<file path="config.mk">
export PLATFORM = sky130hd
export DESIGN_NAME = pipwb_rv32
export DESIGN_NICKNAME = d
export VERILOG_FILES = /design/src/rtl/pipwb_rv32_pkg.sv /design/src/rtl/pipwb_rv32_load_align.sv /design/src/rtl/pipwb_rv32.sv
export SDC_FILE = /design/constraint.sdc
export NUM_CORES = 1
export LEC_CHECK = 0
export CAP_MARGIN = 0
export CORE_UTILIZATION = 30
export DETAILED_ROUTE_END_ITERATION = 16
export GPL_ROUTABILITY_DRIVEN = 0
export GPL_TIMING_DRIVEN = 0
export SYNTH_ARGS = -nofsm -noshare
export SYNTH_HDL_FRONTEND = slang
export SYNTH_SLANG_ARGS = --single-unit
</file>
<file path="constraint.sdc">
create_clock -name iCLK -period 2.7 [get_ports iCLK]
set_input_delay 0.54 -clock iCLK [delete_from_list [all_inputs] [get_ports iCLK]]
set_output_delay 0.54 -clock iCLK [all_outputs]
set_load 0.01 [all_outputs]
</file>
<file path="src/rtl/pipwb_rv32_pkg.sv">
// Shared decoded-op header for the RV32I pipeline: op codes, OpType bit positions, WB state encoding.
// Latency: n/a (types and constants only). Backpressure: n/a.
// Ports: none. Also provides the load misalignment rule used at write-back accept.
package pipwb_rv32_pkg;

  // Bit positions inside the one-hot iOpType group
  localparam int OPT_LOAD   = 5;
  localparam int OPT_STORE  = 4;
  localparam int OPT_ALUI   = 3;
  localparam int OPT_ALUR   = 2;
  localparam int OPT_BRANCH = 1;
  localparam int OPT_UPJ    = 0;

  // Decoded operation codes (10-bit field of the decoded-op header)
  localparam logic [9:0] OP_LB     = 10'h000;
  localparam logic [9:0] OP_LH     = 10'h001;
  localparam logic [9:0] OP_LW     = 10'h002;
  localparam logic [9:0] OP_LBU    = 10'h004;
  localparam logic [9:0] OP_LHU    = 10'h005;
  localparam logic [9:0] OP_SW     = 10'h102;
  localparam logic [9:0] OP_ADD    = 10'h010;
  localparam logic [9:0] OP_ADDI   = 10'h020;
  localparam logic [9:0] OP_BEQ    = 10'h040;
  localparam logic [9:0] OP_LUI    = 10'h080;
  localparam logic [9:0] OP_JAL    = 10'h081;
  localparam logic [9:0] OP_NOTSUP = 10'h3FF;

  typedef enum logic [0:0] {
    WB_IDLE      = 1'b0,
    WB_WAIT_LOAD = 1'b1
  } wb_state_e;

  // Word loads need addr[1:0]==0, half loads need addr[0]==0; byte loads never trap.
  function automatic logic load_misaligned(logic [9:0] op, logic [1:0] addr);
    return ((op == OP_LW) && (addr != 2'b00)) ||
           (((op == OP_LH) || (op == OP_LHU)) && addr[0]);
  endfunction

endpackage

</file>
<file path="src/rtl/pipwb_rv32_load_align.sv">
// Load byte/half lane select plus sign/zero extension of a little-endian data-memory word.
// Latency: combinational. Backpressure: none.
// Ports: op_i (decoded load op), addr_i (address low bits), word_i (memory word), data_o (extended result).
module load_align_rv32
  import pipwb_rv32_pkg::*;
(
  input  logic [9:0]  op_i,
  input  logic [1:0]  addr_i,
  input  logic [31:0] word_i,
  output logic [31:0] data_o
);

  logic [7:0]  byte_sel;
  logic [15:0] half_sel;

  always_comb begin
    byte_sel = word_i[7:0];
    case (addr_i)
      2'd0: byte_sel = word_i[7:0];
      2'd1: byte_sel = word_i[15:8];
      2'd2: byte_sel = word_i[23:16];
      2'd3: byte_sel = word_i[31:24];
      default: byte_sel = word_i[7:0];
    endcase
    half_sel = addr_i[1] ? word_i[31:16] : word_i[15:0];

    data_o = word_i;
    case (op_i)
      OP_LB:   data_o = {{24{byte_sel[7]}}, byte_sel};
      OP_LBU:  data_o = {24'd0, byte_sel};
      OP_LH:   data_o = {{16{half_sel[15]}}, half_sel};
      OP_LHU:  data_o = {16'd0, half_sel};
      default: data_o = word_i;
    endcase
  end

endmodule

</file>
<file path="src/rtl/pipwb_rv32.sv">
// RV32I write-back stage: retires execute ops, waits on load data, drives one register-bank write per op.
// Latency: 1 cycle for non-loads (full throughput); loads write 1 cycle after the memory response.
// Backpressure: oEXReady drops while a load waits for its response; optional timeout via WB_LOAD_TIMEOUT_EN.
// Ports: iCLK/iRST (sync, active-high); iEXValid/oEXReady handshake with iOpType, iDecodedOP, iDregADDR,
// iALUDATA; iDMemValid/iDMemDATA load response; oDregADDR/oDregDATA/oDregWE bank write; oLoadMisalign,
// oIllegal (and oBusErr when WB_LOAD_TIMEOUT_EN is defined) pulses; oRetireCnt retired-op counter.
module pipwb_rv32
  import pipwb_rv32_pkg::*;
#(
  parameter int RETIRE_W = 32
`ifdef WB_LOAD_TIMEOUT_EN
  , parameter int TIMEOUT_CYCLES = 16
`endif
) (
  input  logic                iCLK,
  input  logic                iRST,
  input  logic                iEXValid,
  output logic                oEXReady,
  input  logic [5:0]          iOpType,
  input  logic [9:0]          iDecodedOP,
  input  logic [4:0]          iDregADDR,
  input  logic [31:0]         iALUDATA,
  input  logic                iDMemValid,
  input  logic [31:0]         iDMemDATA,
  output logic [4:0]          oDregADDR,
  output logic [31:0]         oDregDATA,
  output logic                oDregWE,
`ifdef WB_LOAD_TIMEOUT_EN
  output logic                oBusErr,
`endif
  output logic                oLoadMisalign,
  output logic                oIllegal,
  output logic [RETIRE_W-1:0] oRetireCnt
);

  wb_state_e           state_q;
  logic [9:0]          ld_op_q;
  logic [4:0]          ld_rd_q;
  logic [1:0]          ld_addr_q;
  logic [4:0]          dreg_addr_q;
  logic [31:0]         dreg_data_q;
  logic                dreg_we_q;
  logic                misalign_q;
  logic                illegal_q;
  logic [RETIRE_W-1:0] retire_cnt_q;
  logic [31:0]         ld_data_d;
  logic                rf_write_d;
`ifdef WB_LOAD_TIMEOUT_EN
  logic                bus_err_q;
  logic [15:0]         tmo_cnt_q;
`endif

  load_align_rv32 u_align (
    .op_i   (ld_op_q),
    .addr_i (ld_addr_q),
    .word_i (iDMemDATA),
    .data_o (ld_data_d)
  );

  // Only ALU/upper/jump groups write; a malformed one-hot that also flags store/branch is treated as no-write.
  assign rf_write_d = (iOpType[OPT_ALUI] | iOpType[OPT_ALUR] | iOpType[OPT_UPJ]) &
                      ~(iOpType[OPT_STORE] | iOpType[OPT_BRANCH]);

  assign oEXReady      = (state_q == WB_IDLE);
  assign oDregADDR     = dreg_addr_q;
  assign oDregDATA     = dreg_data_q;
  assign oDregWE       = dreg_we_q;
  assign oLoadMisalign = misalign_q;
  assign oIllegal      = illegal_q;
  assign oRetireCnt    = retire_cnt_q;
`ifdef WB_LOAD_TIMEOUT_EN
  assign oBusErr       = bus_err_q;
`endif

  always_ff @(posedge iCLK) begin
    if (iRST) begin
      state_q      <= WB_IDLE;
      ld_op_q      <= '0;
      ld_rd_q      <= '0;
      ld_addr_q    <= '0;
      dreg_addr_q  <= '0;
      dreg_data_q  <= '0;
      dreg_we_q    <= 1'b0;
      misalign_q   <= 1'b0;
      illegal_q    <= 1'b0;
      retire_cnt_q <= '0;
`ifdef WB_LOAD_TIMEOUT_EN
      bus_err_q    <= 1'b0;
      tmo_cnt_q    <= '0;
`endif
    end else begin
      // Outputs are one-cycle strobes; address/data stay zero whenever no write is driven.
      dreg_addr_q <= '0;
      dreg_data_q <= '0;
      dreg_we_q   <= 1'b0;
      misalign_q  <= 1'b0;
      illegal_q   <= 1'b0;
`ifdef WB_LOAD_TIMEOUT_EN
      bus_err_q   <= 1'b0;
`endif
      case (state_q)
        WB_IDLE: begin
          if (iEXValid) begin
            if (iDecodedOP == OP_NOTSUP) begin
              illegal_q    <= 1'b1;
              retire_cnt_q <= retire_cnt_q + RETIRE_W'(1);
            end else if (iOpType[OPT_LOAD]) begin
              if (load_misaligned(iDecodedOP, iALUDATA[1:0])) begin
                misalign_q   <= 1'b1;
                retire_cnt_q <= retire_cnt_q + RETIRE_W'(1);
              end else begin
                ld_op_q   <= iDecodedOP;
                ld_rd_q   <= iDregADDR;
                ld_addr_q <= iALUDATA[1:0];
                state_q   <= WB_WAIT_LOAD;
`ifdef WB_LOAD_TIMEOUT_EN
                tmo_cnt_q <= '0;
`endif
              end
            end else begin
              retire_cnt_q <= retire_cnt_q + RETIRE_W'(1);
              if (rf_write_d && (iDregADDR != 5'd0)) begin
                dreg_we_q   <= 1'b1;
                dreg_addr_q <= iDregADDR;
                dreg_data_q <= iALUDATA;
              end
            end
          end
        end
        WB_WAIT_LOAD: begin
          if (iDMemValid) begin
            retire_cnt_q <= retire_cnt_q + RETIRE_W'(1);
            state_q      <= WB_IDLE;
            if (ld_rd_q != 5'd0) begin
              dreg_we_q   <= 1'b1;
              dreg_addr_q <= ld_rd_q;
              dreg_data_q <= ld_data_d;
            end
          end
`ifdef WB_LOAD_TIMEOUT_EN
          else if (tmo_cnt_q == 16'(TIMEOUT_CYCLES - 1)) begin
            // Abandon: retire as a bus error; any later response lands in IDLE and is dropped.
            bus_err_q    <= 1'b1;
            retire_cnt_q <= retire_cnt_q + RETIRE_W'(1);
            state_q      <= WB_IDLE;
          end else begin
            tmo_cnt_q <= tmo_cnt_q + 16'd1;
          end
`endif
        end
        default: state_q <= WB_IDLE;
      endcase
    end
  end

endmodule

</file>
# Word level (Yosys, flattened, before mapping)
# Cells that the tools add are included.
totals:
  inputBits: 89
  register_bits: 90
  output_inout_bits: 73
classes:
  n_mux: 38
  reduce_logical: 14
  n_eq_ne: 13
  bitwise: 10
  add_sub_neg: 1
ops:
  columns: ["operator", "count"]
  rows:
  - ["$mux 32", 11]
  - ["$pmux 32 s2", 2]
  - ["$pmux 32 s4", 1]
  - ["$add 32x1->32 const B", 1]
  - ["$pmux 8 s4", 1]
  - ["$eq 10x3->1 const B", 3]
  - ["$mux 5", 6]
  - ["$eq 10x1->1 const B", 2]
  - ["$mux 16", 1]
  - ["$mux 1", 13]
  - ["$eq 10x10->1 const B", 1]
  - ["$eq 10x2->1 const B", 1]
  - ["$logic_not 10->1", 1]
  - ["$pmux 5 s2", 1]
  - ["$reduce_bool 5->1", 2]
  - ["$not 1->1", 6]
  - ["$reduce_and 5->1", 1]
  - ["$reduce_or 5->1", 1]
  - ["$eq 2x2->1 const B", 2]
  - ["$ne 2x2->1 const B", 2]
  - ["$ne 4x2->1 const B", 1]
  - ["$pmux 1 s2", 2]
  - ["$logic_and 1x1->1", 3]
  - ["$or 1x1->1", 3]
  - ["7 further kinds", 8]

# Depth between registers and ports, before layout
# Gate-level depths: netlist of run 1.
depth:
  depth_word: 9
  mapped_depth: 7

# Hierarchy
# From an unflattened synthesis of run 1, not the netlist that was laid out.
hier_totals:
  cells_unflattened: 545
  hier_area_um2: 4797.1
by_module_without_submodules:
  columns: ["module", "cells_each", "seq_area_each_um2", "area_per_inst_um2", "n_inst"]
  rows:
  - ["pipwb_rv32", 414, 1801.7, 3757.4, 1]
  - ["load_align_rv32", 131, 0.0, 1039.7, 1]

# Worst setup path before layout of run 1
# No wires, ideal clock.
synth_path:
  path_type: "in2reg"
  start: "input port iDecodedOP[3]"
  end: "register retire_cnt_q[29], in the netlist oRetireCnt[29]"
  n_path_buf: 1
  setup_slack_ns: 0.311
  setup_ns: 0.071
  arrival_time_ns: 2.319
  required_time_ns: 2.629
  stages: 6
  path_cell_list: "or4_1 a2111oi_4 o21ai_2 buf_2 or4_1 a21oi_1"
synth_via:
  elab_chain_cells: 6
  word_cells_on_any_way: 13
  classes_between: "eq/ne (5); mux (3); reduce/logical (5)"
synth_lines:
  columns: ["element", "line_no", "text"]
  rows:
  - ["from (decl)", "pipwb_rv32.sv:20", "input logic [9:0] iDecodedOP,"]
  - ["$eq 10x1->1 or $eq 10x3->1 (tied branches)", "pipwb_rv32_pkg.sv:36", "(((op == OP_LH) || (op == OP_LHU)) && addr[0]);"]
  - ["$logic_or 1x1->1", "pipwb_rv32_pkg.sv:36", null]
  - ["$logic_and 1x1->1", "pipwb_rv32_pkg.sv:36", null]
  - ["$logic_or 1x1->1", "pipwb_rv32_pkg.sv:35", "return ((op == OP_LW) && (addr != 2'b00)) ||"]
  - ["$ne 4x2->1 (no line)", null, null]
  - ["$reduce_and 3->1 (no line)", null, null]
  - ["to (signal assigned)", "pipwb_rv32.sv:106", "retire_cnt_q <= retire_cnt_q + RETIRE_W'(1);"]
  - ["to (signal assigned)", "pipwb_rv32.sv:110", "retire_cnt_q <= retire_cnt_q + RETIRE_W'(1);"]
  - ["to (signal assigned)", "pipwb_rv32.sv:121", "retire_cnt_q <= retire_cnt_q + RETIRE_W'(1);"]
  - ["to (decl)", "pipwb_rv32.sv:45", "logic [RETIRE_W-1:0] retire_cnt_q;"]
# Parallel ways exist; a longest one is shown, timed or not. The select of a mux whose other input is x is not followed.
# A chain may end at the register's enable or synchronous reset.

# Worst setup path in the final report of run 1
layout_path:
  start: "input port iDecodedOP[5]"
  end: "register retire_cnt_q[29], in the netlist oRetireCnt[29]"
# Same word-level chain as after synthesis.

==> flow_summary.toml, run 1 <==
[outcome]
status = "finished clean"

[finish]
final_nets = 706
final_cell_mix = "clkdlybuf4s50_1 (158), dfxtp_1 (90), nor2_1 (64)"
fin_area_um2 = 6340
area_growth_pct = 54.3
n_antenna_cell = 0
layout_commonest_cell = "clkdlybuf4s50_1"
utilization_pct = 47.7
drive_above_1_share_pct = 9.34

[power]
p_seq_share_pct = 42.9
switching_share_pct = 24.6
p_leak_nw = 2.13
power_switching_mw = 0.785
powerDensity_nw_per_um2 = 504
pwr-share-comb_pct = 14.6
finalPower_mw = 3.19
vdd_ir_drop_max_v = 0.000326
clock_power_share_pct = 42.5
internal_power_mw = 2.41

[run]
cap_violations = 0

[setup_path]
worst-path-buf-inv = 3
critPathKind = "input port to flip-flop"
r2r_setup_slack_ns = 0.25
r2r_start = "ld_op_q[9]$_SDFFE_PP0P_"
cp-startpoint = "iDecodedOP[5]"
cpMaxStageDelayCell = "or4_1"
endpoint = "oRetireCnt[29]$_SDFFE_PP0P_"
cp_max_fo = 8
cpPeakStageDelay_ns = 0.52
cp.depth = 8
reg2reg_depth = 6
reg2reg_to = "oDregDATA[26]$_SDFF_PP0_"
required_ns = 2.98
path_cells = "clkdlybuf4s50_1, or3_4, a2111oi_4, buf_4, o21ai_4, buf_6, or4_1, a21oi_2"
critical_path.top_delay_family = "simple AND/OR/NAND/NOR gates"
cp.arrival_ns = 2.89
cp-end-kind = "flip-flop"
setup.worst_path.start_class = "input port"

[place]
port_buffers = 160
dp_worst_setup_slack_ns = -0.510
hpwl_um = 10400
placed_area_um2 = 5930

[floorplanning]
die_h_um = 119
ioPinCount = 162
die_w_um = 119
dieArea_um2 = 14200
placementRows = 42
core_um2 = 13300
start_util_pct = 30.9

[detailed_routing]
routedWlPerCell_um = 16.9
via_per_inst = 5.16
drc = 0
antenna_left = 0
drt-pass1-iter-count = 4
via_count = 4116
first_iter_violations = 342
drt_wl_total_um = 13500

[timing]
fmax_ghz = 0.383
slew_violations = 0
worst_pin_slew_ns = 0.860
skew_ns = 0.00989
slew_headroom_pct = 42.2
finalCritPeriodShare_pct = 96.6
setup-violations-final = 0
period_needed_ns = 2.61
rsz0062_at_grt = "no"
hold_viol_final = 0
worst_slack_ns = 0.0916

[global_route]
antenna_found_initial = 0
grtUsageMet3_pct = 3.83
grt.busiest_layer = "met2"
grt_max_degree = 16
grt_pass1_wl_um = 21100
use_met1_pct = 25.6
grt-ovfl-total = 0
track_usage_pct = 19.1
grt_pass1_vias = 3997
met2_usage_pct = 30.2

[synthesis]
yosysSeqAreaShare_pct = 43.9
async_reset_ff_share_pct = 0
synth_warnings = 0
syn_nets = 530
synth.avg_cell_area_um2 = 9.34
syn_inst = 440
netlist_area_um2 = 4110
synth_edf_count = 0
synth_flop_cell = "dfxtp_1"
post_synth_num_cell_types = 41
ys_seq_elements = 90

[min_path]
hold_class = "flip-flop to flip-flop"

[clocking]
cts_sinks = 90
cts_tree = "yes"
cts_buffers = 9
cts_root_buf = "clkbuf_16"
htreeDepth = 3
clockBufferDepth = 2
clk_pin_slew_worst_paths_ns = 0.07
clk_latency_ns = 0.35
state kept, by name (all words and copies together) (netlist names):
name,count
oDregADDR,5
state_q,1
oIllegal,1
oRetireCnt,32
oDregDATA,32
ld_rd_q,5
ld_addr_q,2
ld_op_q,10
oDregWE,1
oLoadMisalign,1
layer usage:
| layer | part of all wire [%] | routed length, um |
|---|---|---|
| met4 | 1.7 | 235 |
| met2 | 47 | 6320 |
| met1 | 46 | 6230 |
| met3 | 5.2 | 708 |
| met5 | 0 | 0 |
power groups by stage:
stage | sequential, mW | clock, mW | combinational [mW]
3_3_place_gp | 1.40 | 0 | 0.444
2_1_floorplan | 1.40 | 0 | 0.207
4_1_cts | 1.37 | 1.39 | 0.461
6_report | 1.37 | 1.36 | 0.466
3_5_place_dp | 1.40 | 0 | 0.451
5_1_grt | 1.37 | 1.45 | 0.500
logic make-up (layout without fill, tap and decap cells):
logic type                 count (synthesis)  after routing  synth area share [%]
and+or+nand+nor                          145            145                  17.6
AOI/OAI and AO/OA                        115            115                  19.4
DFF                                       90             90                  43.9
muxes                                     42             42                  12.9
buffers and inverters                     35            216                  3.35
xor gates and xnor gates                  12             12                  2.56
adders and majority gates                  1              1                 0.305
cell type report:
class / instances / area [um2]
fillers: 1265 / 6960
multi-input cells: 315 / 2210
flip-flops and latches: 90 / 1800
repair buffers: 165 / 1640
clock buffers: 10 / 229
well taps: 176 / 220
plain buffers: 27 / 121
clock inverters: 6 / 90.1
inverters: 8 / 30.0
cells in the mapped netlist (all sizes together) (11+ instances only):
cell type / instances / share of area [%]
o21ai: 26 / 3.3
o2bb2ai: 31 / 6.6
nand3: 11 / 1.3
nor2: 66 / 6.1
or4: 14 / 2.6
nand2: 14 / 1.3
clkbuf: 19 / 1.7
a21oi: 31 / 3.8
mux2i: 26 / 6.3
or3: 11 / 1.7
dfxtp: 90 / 44
xor2: 12 / 2.6
per-stage QoR:
step	hold slack, ns	TNS, ns	instances
floorplan	0.451	0	440
global placement	0.465	-26.03	776
detailed placement	0.481	-27.20	776
CTS	0.491	0	796
global route	0.512	0	797
finish	0.484	0	797
repair_timing:
action / in CTS / in global routing
setup endpoints to repair: 52 / 35
setup buffers: 3 / 1
cloned: 1 / 0
resized for setup: 9 / 12
pin swaps: 1 / 1
hold buffers: 0 / 0
worst min-delay path by stage:
stage | start | endpoint | slack [ns] | depth (start not counted)
2_1_floorplan | ld_op_q[5]$_SDFFE_PP0P_ | ld_op_q[5]$_SDFFE_PP0P_ | 0.45 | 2
3_3_place_gp | oRetireCnt[31]$_SDFFE_PP0P_ | oRetireCnt[31]$_SDFFE_PP0P_ | 0.47 | 2
3_5_place_dp | ld_op_q[5]$_SDFFE_PP0P_ | ld_op_q[5]$_SDFFE_PP0P_ | 0.48 | 2
4_1_cts | oRetireCnt[31]$_SDFFE_PP0P_ | oRetireCnt[31]$_SDFFE_PP0P_ | 0.49 | 2
5_1_grt | oRetireCnt[31]$_SDFFE_PP0P_ | oRetireCnt[31]$_SDFFE_PP0P_ | 0.51 | 2
6_report | oRetireCnt[31]$_SDFFE_PP0P_ | oRetireCnt[31]$_SDFFE_PP0P_ | 0.48 | 2
worst reg2reg max path, cell delays in order (launching register included):
cell and delay, ns:
dfxtp_1 0.32, or4_1 0.59, nor2_2 0.32, nand2_1 0.32, o21ai_2 0.39, buf_2 0.28
o2bb2ai_1 0.11
Note: power is estimated with default switching activity, not from simulation.
==> inputs of run 2 (changes only) <==
==> constraint.sdc (replaced) <==
create_clock -name iCLK -period 2.7 [get_ports iCLK]
set_input_delay 0.27 -clock iCLK [delete_from_list [all_inputs] [get_ports iCLK]]
set_output_delay 0.27 -clock iCLK [all_outputs]
set_load 0.01 [all_outputs]
==> run 2 against run 1 <==
Effect of this change: clock power is essentially flat; critical path depth unchanged; critical path type unchanged; first-iteration DRC count rose by 2.6%; clock skew hardly changed; maximum frequency grew 1.1%.
==> flow_summary.toml, run 2 (synthesized netlist as in run 1, its figures left out) <==
[timing]
skew_ns = 0.00952
setup-violations-final = 0
slew_violations = 0
rsz0062_at_grt = "yes"
worst_pin_slew_ns = 0.840
slew_headroom_pct = 43.5
tns_ns = 0
finalCritPeriodShare_pct = 95.6
hold_viol_final = 0
period_needed_ns = 2.58
fmax_ghz = 0.387
worst_slack_ns = 0.119

[clocking]
clockBufferDepth = 2
htreeDepth = 3
cts_sinks = 90
cts_setup_buffers = 0
holdBufCountCts = 0
cts_buffers = 9
clk_pin_slew_worst_paths_ns = 0.07
cts_root_buf = "clkbuf_16"
cts_tree = "yes"
clk_latency_ns = 0.35

[detailed_routing]
antenna_left = 0
via_count = 4102
drt_wl_total_um = 13400
drc = 0
drt-pass1-iter-count = 5
routedWlPerCell_um = 16.9
first_iter_violations = 351
via_per_inst = 5.18

[power]
vdd_ir_drop_max_v = 0.000326
p_leak_nw = 2.08
finalPower_mw = 3.18
powerDensity_nw_per_um2 = 508

[finish]
area_growth_pct = 52.5
layout_commonest_cell = "clkdlybuf4s50_1"
fin_area_um2 = 6260
drive_above_1_share_pct = 7.14
final_nets = 701
fill_cells = 1261
n_antenna_cell = 0
final_cell_mix = "clkdlybuf4s50_1 (160), dfxtp_1 (90), nor2_1 (65)"

[run]
cap_violations = 0

[setup_path]
setup.worst_path.start_class = "input port"
cp.arrival_ns = 2.79
cp-startpoint = "iDecodedOP[3]"
cp_max_fo = 10
r2r_start = "ld_op_q[9]$_SDFFE_PP0P_"
critical_path.top_delay_family = "buffers and inverters"
worst-path-buf-inv = 3
critPathKind = "input port to flip-flop"
cpPeakStageDelay_ns = 0.58
cp-end-kind = "flip-flop"
cpMaxStageDelayCell = "or4_1"
reg2reg_to = "oDregDATA[26]$_SDFF_PP0_"
r2r_setup_slack_ns = 0.24
path_cells = "clkdlybuf4s50_1, or4_1, a2111oi_4, o21ai_2, buf_2, buf_1, o31ai_1, a21oi_1"
required_ns = 2.91
reg2reg_depth = 6

[global_route]
grt_max_degree = 16
grt_pass1_wl_um = 21000
antenna_found_initial = 0
grt_pass1_vias = 3967
grt-ovfl-total = 0
track_usage_pct = 19.0

[place]
dp_worst_setup_slack_ns = -0.240
hpwl_um = 10400
port_buffers = 160
placed_area_um2 = 5930

[min_path]
hold_path_startpoint = "iRST"
hold_path_depth = 2
hold_class = "input port to flip-flop"
min_to = "oLoadMisalign$_SDFF_PP0_"

[floorplanning]
start_util_pct = 30.9
die_w_um = 119
ioPinCount = 162
dieArea_um2 = 14200
die_h_um = 119
placementRows = 42
core_um2 = 13300

[outcome]
status = "finished clean"
-- run 2: changes by cell type in the layout (fill, tap and decap cells not counted), moves of 2 or more --
cell | previous run | this run
clkbuf_2 | 2 | 0
clkbuf_1 | 18 | 20
buf_4 | 4 | 0
buf_1 | 1 | 3
clkdlybuf4s50_1 | 158 | 160
-- run 2: what timing repair did --
item | CTS | global route
endpoints found under the setup margin | 0 | 17
resized for setup | 0 | 3
endpoints found under the hold margin | 0 | 0
-- run 2: worst max path at each step --
stage	end	slack, ns	cells past startpoint
2_1_floorplan	oRetireCnt[29]$_SDFFE_PP0P_	0.58	6
3_3_place_gp	oRetireCnt[26]$_SDFFE_PP0P_	-0.21	8
3_5_place_dp	oRetireCnt[26]$_SDFFE_PP0P_	-0.24	8
4_1_cts	oDregDATA[26]$_SDFF_PP0_	0.07	6
5_1_grt	oRetireCnt[26]$_SDFFE_PP0P_	-0.02	8
6_report	oRetireCnt[26]$_SDFFE_PP0P_	0.12	8
-- run 2: routing by layer --
layer	track usage, %	routed length, um
met3	3.83	700
met5	0	0
met4	7.36	248
met2	29.8	6250
met1	25.6	6170
-- run 2: layout make-up --
type,instances,area [um2],area share [%]
plain buffers,27,108,1.72
well taps,176,220,3.52
clock buffers,10,229,3.65
inverters,8,30.0,0.479
multi-input cells,315,2180,34.9
flip-flops and latches,90,1800,28.8
repair buffers,160,1600,25.6
clock inverters,6,90.1,1.44
-- run 2: per-stage QoR --
step / util [%] / hold WS (ns) / std cells
3_3_place_gp: 44.6 / 0.465 / 776
6_report: 47.1 / 0.382 / 792
5_1_grt: 47.1 / 0.388 / 792
3_5_place_dp: 44.6 / 0.481 / 776
4_1_cts: 47.0 / 0.350 / 792
2_1_floorplan: - / 0.387 / 440
-- run 2: power breakdown --
group          switching [mW]  leakage (nW)  internal, mW
clock network           0.543         0.153         0.815
registers              0.0156         0.728          1.35
logic                   0.222          1.20         0.234
total                   0.781          2.08          2.40
==> RTL edit 1: new RTL, settings of run 2 <==
Make the reset (`iRST`) asynchronous in one clocked block.
--- a/src/rtl/pipwb_rv32.sv
+++ b/src/rtl/pipwb_rv32.sv
@@ -72,7 +72,7 @@
   assign oBusErr       = bus_err_q;
 `endif
 
-  always_ff @(posedge iCLK) begin
+  always_ff @(posedge iCLK or posedge iRST) begin
     if (iRST) begin
       state_q      <= WB_IDLE;
       ld_op_q      <= '0;
Check against the original RTL: differs if iRST is asserted again (counterexample within 4 cycles, from zero or initial values and one cycle with iRST high); with iRST held inactive, the same outputs for 4 cycles.
==> RTL edit 1 against run 2 <==
- sequential cell count did not move
- wire length fell by 1.0%
- highest routed layer unchanged
- critical path type is now register to register
- final area rose by 6.1%
- non-clock buffer count fell by 4
- synthesized area rose by 8.8%
- setup slack improved by 0.31 ns
- global-route usage fell by 1.2 points
Power is not compared: it rests on default switching activity, and its combinational part moved more than twofold at a synthesized area within 25%.
==> RTL edit 1: results (changes against run 2) <==
\begin{tabular}{lr}
\hline
Metric & Value \\
\hline
\multicolumn{2}{l}{\textbf{Finish}} \\
Filler cell count & 1442 (was 1261) \\
Share of the core filled with cells in the final layout & 0.457 (was 0.471) \\
\# nets final & 683 (was 701) \\
Share of post-route cells with drive strength above 1 & 0.129 (was 0.0714) \\
Non-filler instance count after layout & 782 (was 792) \\
\multicolumn{2}{l}{\textbf{GRT}} \\
Global-route wire length before repair & 20600 um (was 21000 um) \\
GRT Total Usage & 0.178 (was 0.190) \\
Largest net degree at the start of global routing & 47 (was 16) \\
\multicolumn{2}{l}{\textbf{Yosys}} \\
Largest cells by area after synthesis & sky130\_fd\_sc\_hd\_\_dfrtp\_1 50\%, sky130\_fd\_sc\_hd\_\_nand2\_1 6.3\%, sky130\_fd\_sc\_hd\_\_xor2\_1 5.5\% (was sky130\_fd\_sc\_hd\_\_dfxtp\_1 44\%, sky130\_fd\_sc\_hd\_\_o2bb2ai\_1 6.6\%, sky130\_fd\_sc\_hd\_\_mux2i\_1 6.3\%) \\
Average instance area after synthesis & 10.6 um2 (was 9.34 um2) \\
Distinct cells, synth & 51 (was 41) \\
Cell types with the highest counts after synthesis & 90 x sky130\_fd\_sc\_hd\_\_dfrtp\_1, 75 x sky130\_fd\_sc\_hd\_\_nand2\_1, 28 x sky130\_fd\_sc\_hd\_\_xor2\_1 (was 90 x sky130\_fd\_sc\_hd\_\_dfxtp\_1, 65 x sky130\_fd\_sc\_hd\_\_nor2\_1, 31 x sky130\_fd\_sc\_hd\_\_a21oi\_1, 31 x sky130\_fd\_sc\_hd\_\_o2bb2ai\_1, 26 x sky130\_fd\_sc\_hd\_\_mux2i\_1) \\
Fraction of synthesis flops using an asynchronous set or reset pin & 1.00 (was 0) \\
Synthesized net count & 510 (was 530) \\
\multicolumn{2}{l}{\textbf{STA}} \\
Clock skew & 0.00836 ns (was 0.00952 ns) \\
Max-slew headroom & 0.593 (was 0.435) \\
\multicolumn{2}{l}{\textbf{Min path}} \\
Class of the tightest hold or removal check & input pin to async pin (was input pin to register) \\
\multicolumn{2}{l}{\textbf{Route}} \\
Count of routing violations after the opening detailed-route iteration & 206 (was 351) \\
Detailed-route via count & 3809 (was 4102) \\
Met3 layer wire length in the routed design & 685 um (was 700 um) \\
Wire length the detailed router placed on met1 & 5900 um (was 6170 um) \\
Met2 wire length & 6340 um (was 6250 um) \\
Detail-routed net length per standard cell & 16.9 um (about the same) \\
\multicolumn{2}{l}{\textbf{Placement}} \\
Total cell area at the placement stage & 6340 um2 (was 5930 um2) \\
Post-Place Cells & 766 (was 776) \\
Worst Setup Slack post-DPL & 0.124 ns (was -0.240 ns) \\
\multicolumn{2}{l}{\textbf{Critical path}} \\
Cell type of the slowest stage on the worst timing path & sky130\_fd\_sc\_hd\_\_nor2\_1 (was sky130\_fd\_sc\_hd\_\_or4\_1) \\
Worst path arrival time & 2.55 ns (was 2.79 ns) \\
\multicolumn{2}{l}{\textbf{Status}} \\
Outcome & completed (unchanged) \\
\hline
\end{tabular}
## RTL edit 1: cell count changes in the layout (fill, tap and decap cells not counted), moves of 10 or more
cell | run 2 | this run
sky130_fd_sc_hd__dfxtp_1 | 90 | 0
sky130_fd_sc_hd__o2bb2ai_1 | 31 | 0
sky130_fd_sc_hd__nor3_1 | 5 | 17
sky130_fd_sc_hd__nand2_1 | 14 | 75
sky130_fd_sc_hd__dfrtp_1 | 0 | 90
sky130_fd_sc_hd__nor2_1 | 65 | 15
sky130_fd_sc_hd__or4_1 | 14 | 3
sky130_fd_sc_hd__xor2_1 | 12 | 28
sky130_fd_sc_hd__clkbuf_1 | 20 | 10
sky130_fd_sc_hd__mux2i_1 | 26 | 0
## RTL edit 1: layout make-up
cell class	instances	area share
plain buffers	21	0.0198
clock buffers	10	0.0345
clock inverters	6	0.0113
inverters	5	0.00320
multi-input cells	304	0.311
flip-flops and latches	90	0.339
well taps	184	0.0346
repair buffers	162	0.247
## RTL edit 1: cells by family after synthesis
| family | synth area share |
|---|---|
| DFF | 0.504 |
| muxes | 0.0812 |
| xor gates and xnor gates | 0.0608 |
| adders and majority gates | 0.00280 |
| AOI/OAI and AO/OA | 0.107 |
| and+or+nand+nor | 0.211 |
| buffers and inverters | 0.0336 |
## RTL edit 1: worst max-delay path, delay by kind of cell (launching register included)
kind,cells,cell delay (ns)
buffers and inverters,1,0.39
AOI/OAI and AO/OA,2,0.24
DFF,1,0.39
and+or+nand+nor,3,1.17
## RTL edit 1: layer usage
metal,global-route usage,vias up
li1,-,1841
met1,0.234,1820
met2,0.283,127
met3,0.0357,21
met4,0.0781,0
met5,0,-
## RTL edit 1: worst paths after layout
kind	startpoint	to	slack, ns	cells past startpoint
worst max-delay path	ld_op_q[5]	oDregDATA[26]	0.43	6
worst min-delay path	iRST	oDregDATA[2]	0.35	2
worst max register to register	ld_op_q[5]	oDregDATA[26]	0.43	6
worst min register to register	oRetireCnt[31]	oRetireCnt[31]	0.49	1
max in group asynchronous	iRST	ld_rd_q[2]	1.72	3
min in group iCLK	iALUDATA[6]	oDregDATA[6]	0.45	3
## RTL edit 1: where the power goes
group / internal, W / switching, W / leakage (nW)
clock network: 0.000731 / 0.000574 / 0.145
registers: 0.00151 / 0.000145 / 1.17
logic: 0.000524 / 0.000415 / 1.50
total: 0.00276 / 0.00113 / 2.81
==> RTL edit 2: new RTL, config.mk and constraints of run 2 <==
Made on the original files. The parameter `RETIRE_W` goes from 32 to 28.
--- a/src/rtl/pipwb_rv32.sv
+++ b/src/rtl/pipwb_rv32.sv
@@ -7,7 +7,7 @@
 module pipwb_rv32
   import pipwb_rv32_pkg::*;
 #(
-  parameter int RETIRE_W = 32
+  parameter int RETIRE_W = 28
 `ifdef WB_LOAD_TIMEOUT_EN
   , parameter int TIMEOUT_CYCLES = 16
 `endif
Interface: changed (resized oRetireCnt); port bits go from 162 to 158. No check against the original RTL was run, so the function may have changed too.
==> RTL edit 2 against run 2 <==
- power grew 0.62%
- sequential cell count decreased by 4
- critical path type unchanged
- wire length up 4.7%
- final area increased by 0.32%
- critical endpoint is now oDregDATA[18]
- highest routed layer unchanged
- synthesized area grew 0.85%
- clock power increased by 7%
- cell count rose by 6.3%
- setup slack gained 0.21 ns
==> RTL edit 2: results (changes against run 2) <==
\begin{tabular}{lr}
\hline
Metric & Value \\
\hline
\multicolumn{2}{l}{\textbf{Placement}} \\
Total cell area at the placement stage & 5930 um2 (about the same) \\
Post-Place Cells & 826 (was 776) \\
HPWL reported at the end of detailed placement & 10800 um (was 10400 um) \\
Worst Setup Slack post-DPL & -0.0407 ns (was -0.240 ns) \\
\multicolumn{2}{l}{\textbf{Yosys}} \\
Distinct cells, synth & 53 (was 41) \\
Cell types with the highest counts after synthesis & 86 x sky130\_fd\_sc\_hd\_\_dfxtp\_1, 71 x sky130\_fd\_sc\_hd\_\_nand2\_1, 48 x sky130\_fd\_sc\_hd\_\_nor2\_1 (was 90 x sky130\_fd\_sc\_hd\_\_dfxtp\_1, 65 x sky130\_fd\_sc\_hd\_\_nor2\_1, 31 x sky130\_fd\_sc\_hd\_\_a21oi\_1, 31 x sky130\_fd\_sc\_hd\_\_o2bb2ai\_1, 26 x sky130\_fd\_sc\_hd\_\_mux2i\_1) \\
Number of warnings printed during yosys synthesis & 0 (unchanged) \\
Average instance area after synthesis & 8.40 um2 (was 9.34 um2) \\
Synthesized net count & 583 (was 530) \\
Largest cells by area after synthesis & sky130\_fd\_sc\_hd\_\_dfxtp\_1 42\%, sky130\_fd\_sc\_hd\_\_nand2\_1 6.4\%, sky130\_fd\_sc\_hd\_\_or4\_1 4.7\% (was sky130\_fd\_sc\_hd\_\_dfxtp\_1 44\%, sky130\_fd\_sc\_hd\_\_o2bb2ai\_1 6.6\%, sky130\_fd\_sc\_hd\_\_mux2i\_1 6.3\%) \\
\multicolumn{2}{l}{\textbf{Power}} \\
Maximum ir drop on the vdd rail & 0.000260 V (was 0.000326 V) \\
Static leakage & 2.22 nW (was 2.08 nW) \\
\multicolumn{2}{l}{\textbf{Finish}} \\
Share of post-route cells with drive strength above 1 & 0.0751 (was 0.0714) \\
\# nets final & 751 (was 701) \\
Filler cell count & 1324 (was 1261) \\
\multicolumn{2}{l}{\textbf{Critical path}} \\
Cell type of the slowest stage on the worst timing path & sky130\_fd\_sc\_hd\_\_nor4b\_2 (was sky130\_fd\_sc\_hd\_\_or4\_1) \\
Slowest cell delay on critical path & 0.65 ns (was 0.58 ns) \\
\multicolumn{2}{l}{\textbf{Route}} \\
Via-per-instance ratio & 5.23 (was 5.18) \\
Count of routing violations after the opening detailed-route iteration & 325 (was 351) \\
Drt total wl & 14000 um (was 13400 um) \\
Detailed-route via count & 4407 (was 4102) \\
\multicolumn{2}{l}{\textbf{GRT}} \\
Global-route wire length before repair & 21700 um (was 21000 um) \\
Largest net degree at the start of global routing & 14 (was 16) \\
Number of global-route vias before repair & 4193 (was 3967) \\
GRT Total Usage & 0.194 (was 0.190) \\
\multicolumn{2}{l}{\textbf{STA}} \\
Clock skew & 0.00757 ns (was 0.00952 ns) \\
Slew at the pin with the worst max-slew slack & 0.750 ns (was 0.840 ns) \\
\multicolumn{2}{l}{\textbf{Status}} \\
Outcome & completed (unchanged) \\
\hline
\end{tabular}
RTL edit 2: cell types whose count changed after synthesis, sizes merged, moves of 12 or more:
cell,delta
nand2,+58
o2bb2ai,-31
nor2,-17
o21ai,+13
o31ai,+12
or4,+12
xor2,-12
RTL edit 2: report_power, final:
part,internal (W),switching [W]
logic,0.000225,0.000218
registers,0.00129,0.0000147
clock network,0.000956,0.000495
RTL edit 2: worst paths after layout:
check | start | to | slack [ns] | depth (start not counted)
worst max-delay path | iOpType[1] | oDregDATA[18] | 0.33 | 7
worst min-delay path | iALUDATA[5] | oDregDATA[5] | 0.48 | 3
worst max register to register | ld_addr_q[1] | oDregDATA[28] | 0.35 | 7
worst min register to register | oRetireCnt[27] | oRetireCnt[27] | 0.49 | 2
RTL edit 2: cells by family after synthesis:
group / synth area share
muxes: 0.0761
and+or+nand+nor: 0.273
buffers and inverters: 0.0465
DFF: 0.416
adders and majority gates: 0.00302
AOI/OAI and AO/OA: 0.186
RTL edit 2: layout make-up:
class / instances / area, um2 / area share
Buffer: 32 / 181 / 0.0289
Clock buffer: 13 / 260 / 0.0414
Clock inverter: 3 / 90.1 / 0.0143
Inverter: 3 / 11.3 / 0.00179
Multi-Input combinational cell: 372 / 2230 / 0.355
Sequential cell: 86 / 1720 / 0.274
Tap cell: 176 / 220 / 0.0350
Timing Repair Buffer: 157 / 1570 / 0.250
RTL edit 2: critical path: cells and delay by family:
kind                   cells  cell delay, ns
AOI/OAI and AO/OA          1            0.15
buffers and inverters      2            0.83
and+or+nand+nor            4            1.34
RTL edit 2: metal layers:
layer	wire length (um)	track usage	vias to the layer above
met2	6750	0.315	152
met4	376	0.0859	0
met3	624	0.0219	26
met5	0	0	-
met1	6240	0.258	2078
li1	-	-	2151
